===== src/rtl/div3_pkg.sv =====
`default_nettype none
// +----------------------------------------------------------------------------+
// | div3_pkg : shared types, constants and elaboration helpers for div3 blocks |
// | Rev 1.0                                                                    |
// +----------------------------------------------------------------------------+
package div3_pkg;

  typedef enum logic [1:0] {
    IDLE = 2'd0,
    RUN  = 2'd1,
    DONE = 2'd2
  } state_t;

  localparam int unsigned DEF_WIDTH = 64;
  localparam int unsigned DEF_CHUNK = 4;
  localparam int unsigned DIVISOR   = 3;

  function automatic bit chunk_ok(input int unsigned chunk, input int unsigned width);
    return (chunk >= 1) && (chunk <= 8) && (width >= chunk) && ((width % chunk) == 0);
  endfunction

  // Illegal CHUNK/WIDTH pairs divide by zero here, so they fail at elaboration.
  function automatic int unsigned calc_n(input int unsigned width, input int unsigned chunk);
    return width / (chunk_ok(chunk, width) ? chunk : 0);
  endfunction

  function automatic int unsigned calc_cnt_w(input int unsigned n);
    return (n > 1) ? $clog2(n) : 1;
  endfunction

endpackage
`default_nettype wire


===== src/rtl/div3_seq_ctrl_if.sv =====
`default_nettype none
// +----------------------------------------------------------------------------+
// | div3_seq_ctrl_if : dividend-in / result-out valid-ready handshake bundle   |
// | Rev 1.0                                                                    |
// +----------------------------------------------------------------------------+
interface div3_seq_ctrl_if
  import div3_pkg::*;
#(
  parameter int unsigned WIDTH = DEF_WIDTH
);
  logic             in_valid;
  logic             in_ready;
  logic [WIDTH-1:0] in_dividend;
  logic             out_valid;
  logic             out_ready;
  logic [WIDTH-1:0] out_quotient;
  logic [1:0]       out_remainder;

  modport slave (
    input  in_valid, in_dividend, out_ready,
    output in_ready, out_valid, out_quotient, out_remainder
  );

  modport master (
    output in_valid, in_dividend, out_ready,
    input  in_ready, out_valid, out_quotient, out_remainder
  );
endinterface
`default_nettype wire


===== src/rtl/div3_step.sv =====
`default_nettype none
// +----------------------------------------------------------------------------+
// | div3_step : one digit of long division by 3 (remainder in, digit in)       |
// | Rev 1.0                                                                    |
// +----------------------------------------------------------------------------+
module div3_step
  import div3_pkg::*;
#(
  parameter int unsigned CHUNK = DEF_CHUNK
) (
  input  wire logic [1:0]       rem_in,
  input  wire logic [CHUNK-1:0] d,
  output logic      [CHUNK-1:0] q,
  output logic      [1:0]       rem_out
);
  localparam int unsigned C_VW = CHUNK + 2;

  logic [C_VW-1:0] w_v;

  // rem_in < 3 keeps v below 3*2^CHUNK, so the quotient digit fits CHUNK bits.
  assign w_v     = {rem_in, d};
  assign q       = CHUNK'(w_v / C_VW'(DIVISOR));
  assign rem_out = 2'(w_v % C_VW'(DIVISOR));
endmodule
`default_nettype wire


===== src/rtl/div3_seq_ctrl.sv =====
`default_nettype none
// +----------------------------------------------------------------------------+
// | div3_seq_ctrl : sequential divide-by-3, one CHUNK-bit digit per clock      |
// | Rev 1.0                                                                    |
// +----------------------------------------------------------------------------+
module div3_seq_ctrl
  import div3_pkg::*;
#(
  parameter int unsigned WIDTH = DEF_WIDTH,
  parameter int unsigned CHUNK = DEF_CHUNK
) (
  input  wire logic      clk,
  input  wire logic      rst_n,
  div3_seq_ctrl_if.slave bus,
  output logic           busy
);
  localparam int unsigned C_N     = calc_n(WIDTH, CHUNK);
  localparam int unsigned C_CNT_W = calc_cnt_w(C_N);

  state_t             r_state;
  state_t             w_state_nxt;
  logic [WIDTH-1:0]   r_dvd;
  logic [WIDTH-1:0]   r_quo;
  logic [1:0]         r_rem;
  logic [C_CNT_W-1:0] r_cnt;
  logic [WIDTH-1:0]   r_out_quo;
  logic [1:0]         r_out_rem;

  logic [CHUNK-1:0]   w_qd;
  logic [1:0]         w_rem;
  logic [WIDTH-1:0]   w_quo_nxt;
  logic               w_in_ready;
  logic               w_out_valid;
  logic               w_busy;

  div3_step #(
    .CHUNK (CHUNK)
  ) u_step (
    .rem_in  (r_rem),
    .d       (r_dvd[WIDTH-1 -: CHUNK]),
    .q       (w_qd),
    .rem_out (w_rem)
  );

  assign w_quo_nxt = (r_quo << CHUNK) | WIDTH'(w_qd);

  always_ff @(posedge clk) begin
    if (!rst_n) begin
      r_state <= IDLE;
    end else begin
      r_state <= w_state_nxt;
    end
  end

  always_comb begin
    w_state_nxt = r_state;
    w_in_ready  = 1'b0;
    w_out_valid = 1'b0;
    w_busy      = 1'b0;
    case (r_state)
      IDLE: begin
        w_in_ready = 1'b1;
        if (bus.in_valid) begin
          w_state_nxt = RUN;
        end
      end
      RUN: begin
        w_busy = 1'b1;
        if (r_cnt == '0) begin
          w_state_nxt = DONE;
        end
      end
      DONE: begin
        w_busy      = 1'b1;
        w_out_valid = 1'b1;
        if (bus.out_ready) begin
          w_state_nxt = IDLE;
        end
      end
      default: begin
        w_state_nxt = IDLE;
      end
    endcase
  end

  // Published results live in their own registers so they survive the return to IDLE.
  always_ff @(posedge clk) begin
    if (!rst_n) begin
      r_dvd     <= '0;
      r_quo     <= '0;
      r_rem     <= '0;
      r_cnt     <= '0;
      r_out_quo <= '0;
      r_out_rem <= '0;
    end else begin
      case (r_state)
        IDLE: begin
          if (bus.in_valid) begin
            r_dvd <= bus.in_dividend;
            r_quo <= '0;
            r_rem <= '0;
            r_cnt <= C_CNT_W'(C_N - 1);
          end
        end
        RUN: begin
          r_dvd <= r_dvd << CHUNK;
          r_quo <= w_quo_nxt;
          r_rem <= w_rem;
          if (r_cnt == '0) begin
            r_out_quo <= w_quo_nxt;
            r_out_rem <= w_rem;
          end else begin
            r_cnt <= r_cnt - 1'b1;
          end
        end
        default: begin
        end
      endcase
    end
  end

  assign bus.in_ready      = w_in_ready;
  assign bus.out_valid     = w_out_valid;
  assign bus.out_quotient  = r_out_quo;
  assign bus.out_remainder = r_out_rem;
  assign busy              = w_busy;
endmodule
`default_nettype wire


===== src/flat_wrapper.sv =====
// flat-port wrapper written by rule: the top's interface ports become plain ports
module div3_seq_ctrl_flat import div3_pkg::*;
#(
  parameter int unsigned WIDTH = DEF_WIDTH,
  parameter int unsigned CHUNK = DEF_CHUNK
)
  (clk, rst_n, busy, bus_in_valid, bus_in_dividend, bus_out_ready, bus_in_ready, bus_out_valid, bus_out_quotient, bus_out_remainder);
  div3_seq_ctrl_if #(.WIDTH(WIDTH)) bus_i ();
  input  wire logic clk;
  input  wire logic rst_n;
  output logic busy;
  input wire logic [$bits(bus_i.in_valid)-1:0] bus_in_valid;
  input wire logic [$bits(bus_i.in_dividend)-1:0] bus_in_dividend;
  input wire logic [$bits(bus_i.out_ready)-1:0] bus_out_ready;
  output wire logic [$bits(bus_i.in_ready)-1:0] bus_in_ready;
  output wire logic [$bits(bus_i.out_valid)-1:0] bus_out_valid;
  output wire logic [$bits(bus_i.out_quotient)-1:0] bus_out_quotient;
  output wire logic [$bits(bus_i.out_remainder)-1:0] bus_out_remainder;
  assign bus_i.in_valid = bus_in_valid;
  assign bus_i.in_dividend = bus_in_dividend;
  assign bus_i.out_ready = bus_out_ready;
  assign bus_in_ready = bus_i.in_ready;
  assign bus_out_valid = bus_i.out_valid;
  assign bus_out_quotient = bus_i.out_quotient;
  assign bus_out_remainder = bus_i.out_remainder;
  div3_seq_ctrl #(.WIDTH(WIDTH), .CHUNK(CHUNK)) u_core (.clk(clk), .rst_n(rst_n), .bus(bus_i), .busy(busy));
endmodule

===== config.mk =====
export PLATFORM = sky130hd
export DESIGN_NAME = div3_seq_ctrl_flat
export DESIGN_NICKNAME = d
export VERILOG_FILES = /design/src/rtl/div3_pkg.sv /design/src/rtl/div3_seq_ctrl_if.sv /design/src/rtl/div3_step.sv /design/src/rtl/div3_seq_ctrl.sv /design/src/flat_wrapper.sv
export SDC_FILE = /design/constraint.sdc
export NUM_CORES = 1
export LEC_CHECK = 0
export BUFFER_PORTS_ARGS = -buffer_cell sky130_fd_sc_hd__buf_4
export CORE_MARGIN = 3
export CORE_UTILIZATION = 34
export CTS_BUF_LIST = sky130_fd_sc_hd__clkbuf_16
export CTS_CLUSTER_DIAMETER = 30
export DETAILED_ROUTE_END_ITERATION = 10
export PLACE_DENSITY = 0.53
export REMOVE_ABC_BUFFERS = 1
export SYNTH_ARGS = -nofsm -noshare
export SYNTH_HDL_FRONTEND = slang
export SYNTH_SLANG_ARGS = --single-unit

===== constraint.sdc =====
create_clock -name clk -period 4.8 [get_ports clk]
set_input_delay 0.48 -clock clk [delete_from_list [all_inputs] [get_ports clk]]
set_output_delay 0.48 -clock clk [all_outputs]
set_load 0.01 [all_outputs]

==> results of run 1 <==
==> per-stage QoR <==
| stage | util | cell area [um^2] | std cells |
|---|---|---|---|
| 6_report | 0.427 | 9730 | 1350 |
| 5_1_grt | 0.427 | 9730 | 1350 |
| 4_1_cts | 0.427 | 9730 | 1350 |
| 3_5_place_dp | 0.400 | 9110 | 1319 |
| 3_3_place_gp | 0.400 | 9110 | 1319 |
| 2_1_floorplan | - | 7600 | 862 |
==> worst paths after layout <==
kind                                            startpoint  cells past startpoint                                        to  slack [ns]
hold / removal                          bus_in_dividend[0]                      3              u_core.r_dvd[0]$_SDFFE_PN0P_        0.29
setup / recovery             u_core.r_dvd[63]$_SDFFE_PN0P_                     13              u_core.r_rem[1]$_SDFFE_PN0P_        1.74
setup reg to reg             u_core.r_dvd[63]$_SDFFE_PN0P_                     13              u_core.r_rem[1]$_SDFFE_PN0P_        1.74
hold reg to reg   u_core.bus.out_quotient[40]$_SDFFE_PN0P_                      2  u_core.bus.out_quotient[40]$_SDFFE_PN0P_        0.45
==> cell type report <==
type / count / area, um^2
well taps: 313 / 392
clock inverters: 14 / 188
flip-flops and latches: 198 / 3960
inverters: 11 / 46.3
multi-input cells: 653 / 3630
fillers: 2331 / 13100
clock buffers: 17 / 425
repair buffers: 144 / 1080
==> where the power goes <==
part / internal, mW / switching [mW]
combinational: 0.666 / 1.12
clock: 0.794 / 0.688
sequential: 1.89 / 0.179
total: 3.35 / 1.98
==> cell usage after synthesis (all sizes together) (3+ instances only) <==
cell,count,share of area
buf,20,0.012
inv,11,0.0052
nor3,3,0.0019
a221oi,3,0.0033
a21oi,130,0.082
ha,6,0.0095
nor2,77,0.036
a211oi,63,0.060
nand3,63,0.040
and2,4,0.0032
mux2i,61,0.077
nand2,196,0.093
o21ai,10,0.0063
clkbuf,63,0.030
dfxtp,198,0.50
==> kinds of logic after synthesis <==
family	share of synthesized area
and+or+nand+nor	0.187
AOI/OAI and AO/OA	0.178
DFF	0.499
buffers and inverters	0.0470
muxes	0.0769
adders and majority gates	0.0107
xor gates and xnor gates	0.00110
==> metal layers <==
layer  routed length, um  share of wire  up-vias  track usage
met5                   0              0        -            0
met4                 146         0.0079        0       0.0310
met3                1400          0.075       10       0.0603
met2                8040           0.43      131        0.219
met1                8980           0.48     2940        0.194
li1                    -              -     3436            -
==> critical path, cell delays in order, from the launching register on <==
cell      delay [ns]
dfxtp_1         0.53
and3b_1         0.23
a21o_1          0.16
a22o_1          0.23
ha_1            0.22
a311o_1         0.31
o21bai_1        0.13
o31ai_1         0.13
ha_1            0.25
nor2_1          0.08
o21ai_0         0.12
o22a_4          0.25
o211ai_1        0.16
a21oi_1         0.08
==> registers in the layout, summed over array words and instances (netlist names) <==
| signal | flops |
|---|---|
| u_core.r_rem | 2 |
| u_core.r_state | 2 |
| u_core.r_cnt | 4 |
| u_core.bus.out_quotient | 64 |
| u_core.r_dvd | 64 |
| u_core.bus.out_remainder | 2 |
| u_core.r_quo | 60 |
==> impl_metrics.yaml, run 1 <==
sta:
  drv_slew: 0
  holdWs_ns: 0.292
  rsz0062_at_grt: "no"
  relSlewSlack: 0.230
  hold_violations: 0
  finClkSkew_ns: 0.0119
  fmax_mhz: 327
  worstMarginPinSlew_ns: 1.15
  period_minus_slack_ns: 3.06
  period_share: 0.637
  layout_setup_ws_ns: 1.74
  fin_tns_setup_ns: 0
  finalSetupViolCount: 0
worst_hold_path:
  hold_class: "in -> reg"
pwr:
  power.density_nw_per_um2: 549
  leakagePower_nw: 3.56
  finalPower_mw: 5.34
  vdd_drop_max_uv: 340
detailed_routing:
  drc: 0
  drt_wl_total_mm: 18.6
  drt_iter0_drc: 301
  routed_via_density: 4.83
  wl_per_cell_um: 13.8
  vias: 6517
  antenna_left: 0
  first_pass_iters: 4
floorplan:
  pin_count: 137
  start_util: 0.348
  row_count: 55
  die_area_um2: 25200
  die_h_um: 159
  core_area_um2: 22800
  die_w_um: 159
synth:
  ys.flop_type: "dfxtp_1"
  syn_area_um2: 7940
  synthArstFlopShare: 0
  yosysWarnings: 0
  seq_area_frac_synth: 0.499
  ys_types: 48
  synth_edf_count: 0
  syn_area_per_cell_um2: 8.40
  netlist_instances: 945
  synth-seq-cells: 198
clock_network:
  cts_root_buffer: "clkbuf_16"
  clock_latency_ns: 0.43
  post_cts_resized: 0
  cts_buffer_depth: 2
  path_clk_slew_ns: 0.07
  htree_num_levels: 4
  cts_num_sinks: 198
  cts_made_buffers: 17
  cts_tree: "built"
  ctsHoldBuffers: 0
  post_cts_buffers: 0
outcome:
  status: "finished clean"
grt:
  grt_pass1_wl_mm: 30.7
  grt_usage: 0.145
  grt_max_degree: 124
  first_global_vias: 5984
  antenna_found_initial: 0
  grt_overflow_total: 0
critical_path:
  worstSetupEndpointType: "register"
  worstPathRequired_ns: 5.08
  critical_path.max_fanout: 13
  cp.arrival_ns: 3.33
  crit_type: "reg -> reg"
  startpoint_type: "register"
placed_design:
  gp_congestion: 0.738
  pre_cts_ws_ns: 1.77
  io_buffer_count: 136
  hpwl_mm: 11.3
flow_run:
  drv_cap: 0
finish:
  layout_commonest_cell: "dfxtp_1"
  antenna_cells: 0
  nets: 1099
  area_growth_pct: 22.5
  layout_common_cells: "198 x dfxtp_1, 193 x nand2_1, 144 x buf_4"
  drive_gt1_frac: 0.184
No activity file was read; power rests on OpenSTA's default activity.
==> run 2, diff against run 1 <==
PLACE_DENSITY = 0.55   (was 0.53)
clock period = 2.5 ns   (was 4.8 ns; I/O delays follow)
==> run 2 against run 1 <==
The flow now finishes with violations (setup timing); cell area grew 3.4%; final cell count up 2.1%; clock power increased by 82%; sequential share of layout area shrank 1.3 points; critical path depth stayed put; utilization increased by 1.5 points; sequential power is 91% higher; worst setup slack worse by 2.0 ns; non-clock buffer count is 27 higher; hold slack worse by 0.22 ns; critical endpoint unchanged.
==> impl_metrics.yaml, run 2 (same netlist as run 1, synthesis figures left out) <==
outcome:
  violations: "setup timing"
  status: "finished, violations left"
placed_design:
  io_buffer_count: 136
  hpwl_mm: 12.1
  gp_congestion: 0.774
  placed_cell_area_um2: 9400
floorplan:
  die_h_um: 159
  row_count: 55
  start_util: 0.348
  core_area_um2: 22800
  pin_count: 137
  die_area_um2: 25200
  die_w_um: 159
pwr:
  swShare: 0.374
  finalPower_mw: 10.7
  power_frac_comb: 0.379
  vdd_drop_max_uv: 579
  seqPwrFrac: 0.369
  switching_power_mw: 4.00
  p_int_mw: 6.70
  leakagePower_nw: 3.73
  power.density_nw_per_um2: 1060
  power_frac_clock: 0.252
finish:
  layout_common_cells: "195 x dfxtp_1, 193 x nand2_1, 160 x buf_4"
  nets: 1126
  drive_gt1_frac: 0.212
  multi_input_area_um2: 3650
  antenna_cells: 0
  area_growth_pct: 26.7
  fillers: 2319
  finalInstanceArea_um2: 10100
  layout_commonest_cell: "dfxtp_1"
  regArea_um2: 3970
clock_network:
  path_clk_slew_ns: 0.07
  cts_made_buffers: 17
  cts_root_buffer: "clkbuf_16"
  cts_tree: "built"
  htree_num_levels: 4
  ctsHoldBuffers: 0
  cts_buffer_depth: 2
  cts_num_sinks: 198
  clock_latency_ns: 0.43
detailed_routing:
  drt_wl_total_mm: 19.2
  wl_per_cell_um: 13.9
  antenna_left: 0
  first_pass_iters: 4
  vias: 6661
  drt_iter0_drc: 311
  top_layer: "met4"
  wl_met1_mm: 9.12
  routed_via_density: 4.83
  drc: 0
  met2_length_mm: 8.47
  wl_met3_mm: 1.39
sta:
  period_minus_slack_ns: 2.74
  worstMarginPinSlew_ns: 0.421
  rsz0062_at_grt: "yes"
  layout_setup_ws_ns: -0.237
  period_share: 1.09
  drv_slew: 0
  relSlewSlack: 0.719
  finalSetupViolCount: 6
  hold_violations: 0
  fmax_mhz: 365
  finClkSkew_ns: 0.0182
critical_path:
  worstSetupEndpointType: "register"
  startpoint_type: "register"
  worstPathRequired_ns: 2.80
  worstSetupStartpoint: "u_core.r_rem[0]$_SDFFE_PN0P_"
  crit_type: "reg -> reg"
  cp.arrival_ns: 3.03
  timing.rr.start: "u_core.r_rem[0]$_SDFFE_PN0P_"
  critical_path.max_fanout: 7
grt:
  antenna_found_initial: 0
  grt_max_degree: 64
  grt_usage: 0.151
  grt_pass1_wl_mm: 32.1
  grt_overflow_total: 0
  first_global_vias: 6318
flow_run:
  drv_cap: 0
worst_hold_path:
  hold_class: "in -> reg"
  min_from: "bus_in_dividend[3]"
[run 2: cell types whose count changed in the layout (fill, tap and decap cells not counted), sizes merged]
cell      change
clkinvlp      +2
inv           -1
bufinv        -2
clkinv        +2
buf          +27
[run 2: timing repair]
item / CTS / global route
cloned: 0 / 0
gates resized for setup: 7 / 5
setup endpoints to repair: 6 / 6
buffers inserted: 4 / 2
pin swaps: 6 / 3
[run 2: cell type report]
type | instances | share of cell area
clock buffer | 17 | 0.0423
clock inverter | 15 | 0.0163
inverter | 11 | 0.00460
multi-input combinational | 653 | 0.363
sequential | 198 | 0.395
tap | 313 | 0.0389
timing repair buffer | 171 | 0.140
[run 2: critical path: stages, from the launching register on]
cell and delay (ns):
dfxtp_4 0.37, and3b_1 0.19, a21o_1 0.16, a22o_1 0.21, ha_2 0.18, a311o_1 0.29
o21bai_1 0.19, o31ai_2 0.11, ha_2 0.22, nor2_2 0.09, o21ai_2 0.07, o22a_4 0.23
o211ai_1 0.20, a21oi_1 0.08
[run 2: final timing paths]
kind | to | slack (ns) | cells after the start
hold / removal | u_core.r_dvd[3]$_SDFFE_PN0P_ | 0.07 | 3
hold reg to reg | u_core.bus.out_quotient[60]$_SDFFE_PN0P_ | 0.45 | 2
setup / recovery | u_core.r_rem[1]$_SDFFE_PN0P_ | -0.24 | 13
setup reg to reg | u_core.r_rem[1]$_SDFFE_PN0P_ | -0.24 | 13
[run 2: routing by layer]
metal | up-vias | track usage
met1 | 3034 | 0.199
met4 | 0 | 0.0374
met5 | - | 0
met3 | 15 | 0.0595
met2 | 146 | 0.231
li1 | 3466 | -
[run 2: metrics by stage]
step	setup TNS (ns)	utilization	hold WS (ns)	instances	worst slack, ns
floorplan	-498.87	-	0.372	862	-2.76
global placement	-1.01	0.412	0.440	1340	-0.232
detailed placement	-1.55	0.412	0.443	1340	-0.298
CTS	-0.859	0.440	0.0469	1376	-0.174
global route	-2.31	0.441	0.0530	1378	-0.414
finish	-1.27	0.441	0.0689	1378	-0.237
[run 2: power by group through the flow]
stage / logic (mW) / clock network, mW / registers (mW)
4_1_cts: 4.02 / 2.79 / 3.96
6_report: 4.06 / 2.69 / 3.95
2_1_floorplan: 2.66 / 0 / 3.97
5_1_grt: 4.51 / 2.94 / 4.02
3_3_place_gp: 3.87 / 0 / 4.01
3_5_place_dp: 3.92 / 0 / 4.02
==> run 3, diff against run 2 <==
CORE_UTILIZATION = 47   (was 34)
PLACE_DENSITY = 0.71   (was 0.55)
==> run 3 against run 2 <==
The flow still finishes with violations (setup timing); first-iteration DRC count up 29%; clock power about the same; clock skew down 0.010 ns; via count up 0.86%; hold slack better by 0.00061 ns; routed wire length down 7.3%; critical path type unchanged; critical endpoint is now u_core.bus.out_remainder[1]$_SDFFE_PN0P_; largest cell class unchanged.
==> impl_metrics.yaml, run 3 (same netlist as run 1, synthesis figures left out) <==
outcome:
  status: "finished, violations left"
  violations: "setup timing"
critical_path:
  crit_top_cell: "ha_2"
  path_cells: "and3b_1, a21o_1, a22o_1, ha_2, a311o_1, o21bai_1, o31ai_2, ha_2, nor2_1, o21ai_1, o22a_4, o211ai_1, a21oi_1"
  timing.rr.start: "u_core.r_rem[0]$_SDFFE_PN0P_"
  worstSetupEndpointType: "register"
  startpoint_type: "register"
  cp_slowest_cell: "dfxtp_4"
  critical_path.max_fanout: 8
  cp.arrival_ns: 3.05
  worstPathRequired_ns: 2.79
  crit_type: "reg -> reg"
  cpPeakStageDelay_ns: 0.36
  worstSetupStartpoint: "u_core.r_rem[0]$_SDFFE_PN0P_"
clock_network:
  cts_buffer_depth: 2
  clock_latency_ns: 0.43
  cts_tree: "built"
  htree_num_levels: 4
  ctsHoldBuffers: 0
  cts_made_buffers: 17
  cts_root_buffer: "clkbuf_16"
  path_clk_slew_ns: 0.07
  cts_num_sinks: 198
placed_design:
  placed_cell_area_um2: 9250
  hpwl_mm: 11.3
  dp_cells: 1243
  io_buffer_count: 136
  gp_congestion: 0.859
pwr:
  power_frac_clock: 0.250
  power_frac_comb: 0.377
  finalPower_mw: 10.6
  power.density_nw_per_um2: 1070
  leakagePower_nw: 3.72
  switching_power_mw: 3.87
  seqPwrFrac: 0.373
  p_int_mw: 6.73
  vdd_drop_max_uv: 625
  swShare: 0.365
floorplan:
  start_util: 0.489
  die_area_um2: 18500
  pin_count: 137
  core_area_um2: 16200
  row_count: 46
  die_h_um: 136
  die_w_um: 136
finish:
  fin_cells: 1281
  layout_common_cells: "195 x dfxtp_1, 192 x nand2_1, 163 x buf_4"
  nets: 1126
  antenna_cells: 0
  area_growth_pct: 24.5
  fillers: 1469
  finalInstanceArea_um2: 9880
  layout_commonest_cell: "dfxtp_1"
  utilization: 0.609
  drive_gt1_frac: 0.211
detailed_routing:
  wl_per_cell_um: 13.9
  antenna_left: 0
  vias: 6718
  drt_wl_total_mm: 17.8
  drc: 0
  drt_iter0_drc: 400
  routed_via_density: 5.24
  first_pass_iters: 5
grt:
  grt_usage: 0.191
  grt_overflow_total: 0
  grt_pass1_wl_mm: 29.0
  grt_max_degree: 71
  antenna_found_initial: 0
  first_global_vias: 6175
sta:
  holdWs_ns: 0.0695
  fmax_mhz: 362
  finalSetupViolCount: 6
  period_minus_slack_ns: 2.77
  hold_violations: 0
  layout_setup_ws_ns: -0.266
  finClkSkew_ns: 0.00804
  period_share: 1.11
  relSlewSlack: 0.537
  rsz0062_at_grt: "yes"
  worstMarginPinSlew_ns: 0.695
  drv_slew: 0
worst_hold_path:
  hold_class: "in -> reg"
  min_from: "bus_in_dividend[2]"
flow_run:
  drv_cap: 0
[run 3: cell count changes in the layout (fill, tap and decap cells not counted), sizes merged]
cell      change
clkinvlp      -1
bufinv        +1
inv           +2
clkinv        -2
[run 3: worst max-delay path: cells and delay by family, from the launching register on]
family,cells,cell delay [ns]
AO/OA/AOI/OAI,9,1.60
adder cells (fa/ha/maj),2,0.39
flip-flops,1,0.36
AND/OR/NAND/NOR,2,0.27
[run 3: final cells by class]
type	instances	area, um^2	area share
Multi-Input combinational cell	653	3640	0.368
Tap cell	216	270	0.0273
Timing Repair Buffer	171	1380	0.140
Sequential cell	198	3970	0.402
Inverter	11	46.3	0.00468
Clock inverter	15	146	0.0148
Clock buffer	17	425	0.0430
[run 3: worst paths after layout]
path	to	slack [ns]	cells after the start
hold / removal	u_core.r_dvd[2]$_SDFFE_PN0P_	0.07	3
hold reg to reg	u_core.bus.out_quotient[63]$_SDFFE_PN0P_	0.45	2
setup / recovery	u_core.bus.out_remainder[1]$_SDFFE_PN0P_	-0.27	13
setup reg to reg	u_core.bus.out_remainder[1]$_SDFFE_PN0P_	-0.27	13
[run 3: power groups by stage]
stage,clock [mW],combinational (mW),sequential (mW)
2_1_floorplan,0,2.66,3.97
3_3_place_gp,0,3.75,4.00
3_5_place_dp,0,3.82,4.01
4_1_cts,2.71,3.96,3.95
5_1_grt,2.84,4.43,4.01
6_report,2.66,4.00,3.95
[run 3: per-stage QoR]
stage               TNS [ns]  setup slack, ns
floorplan            -498.87            -2.76
global placement      -0.721           -0.175
detailed placement     -1.28           -0.251
CTS                   -0.934           -0.216
global route           -1.92           -0.374
finish                 -1.34           -0.266
[run 3: repair_timing]
item | in CTS | in global routing
hold endpoints to repair | 0 | 0
buffers inserted | 5 | 1
endpoints found under the setup margin | 6 | 6
pin swaps | 6 | 3
gates resized for setup | 9 | 1
[run 3: layer usage]
layer / track usage / part of all wire / routed length, um / vias to the layer above
met2: 0.302 / 0.45 / 8090 / 153
met4: 0.0510 / 0.013 / 228 / 0
li1: - / - / - / 3484
met5: 0 / 0 / 0 / -
met3: 0.0696 / 0.069 / 1230 / 18
met1: 0.247 / 0.46 / 8230 / 3063
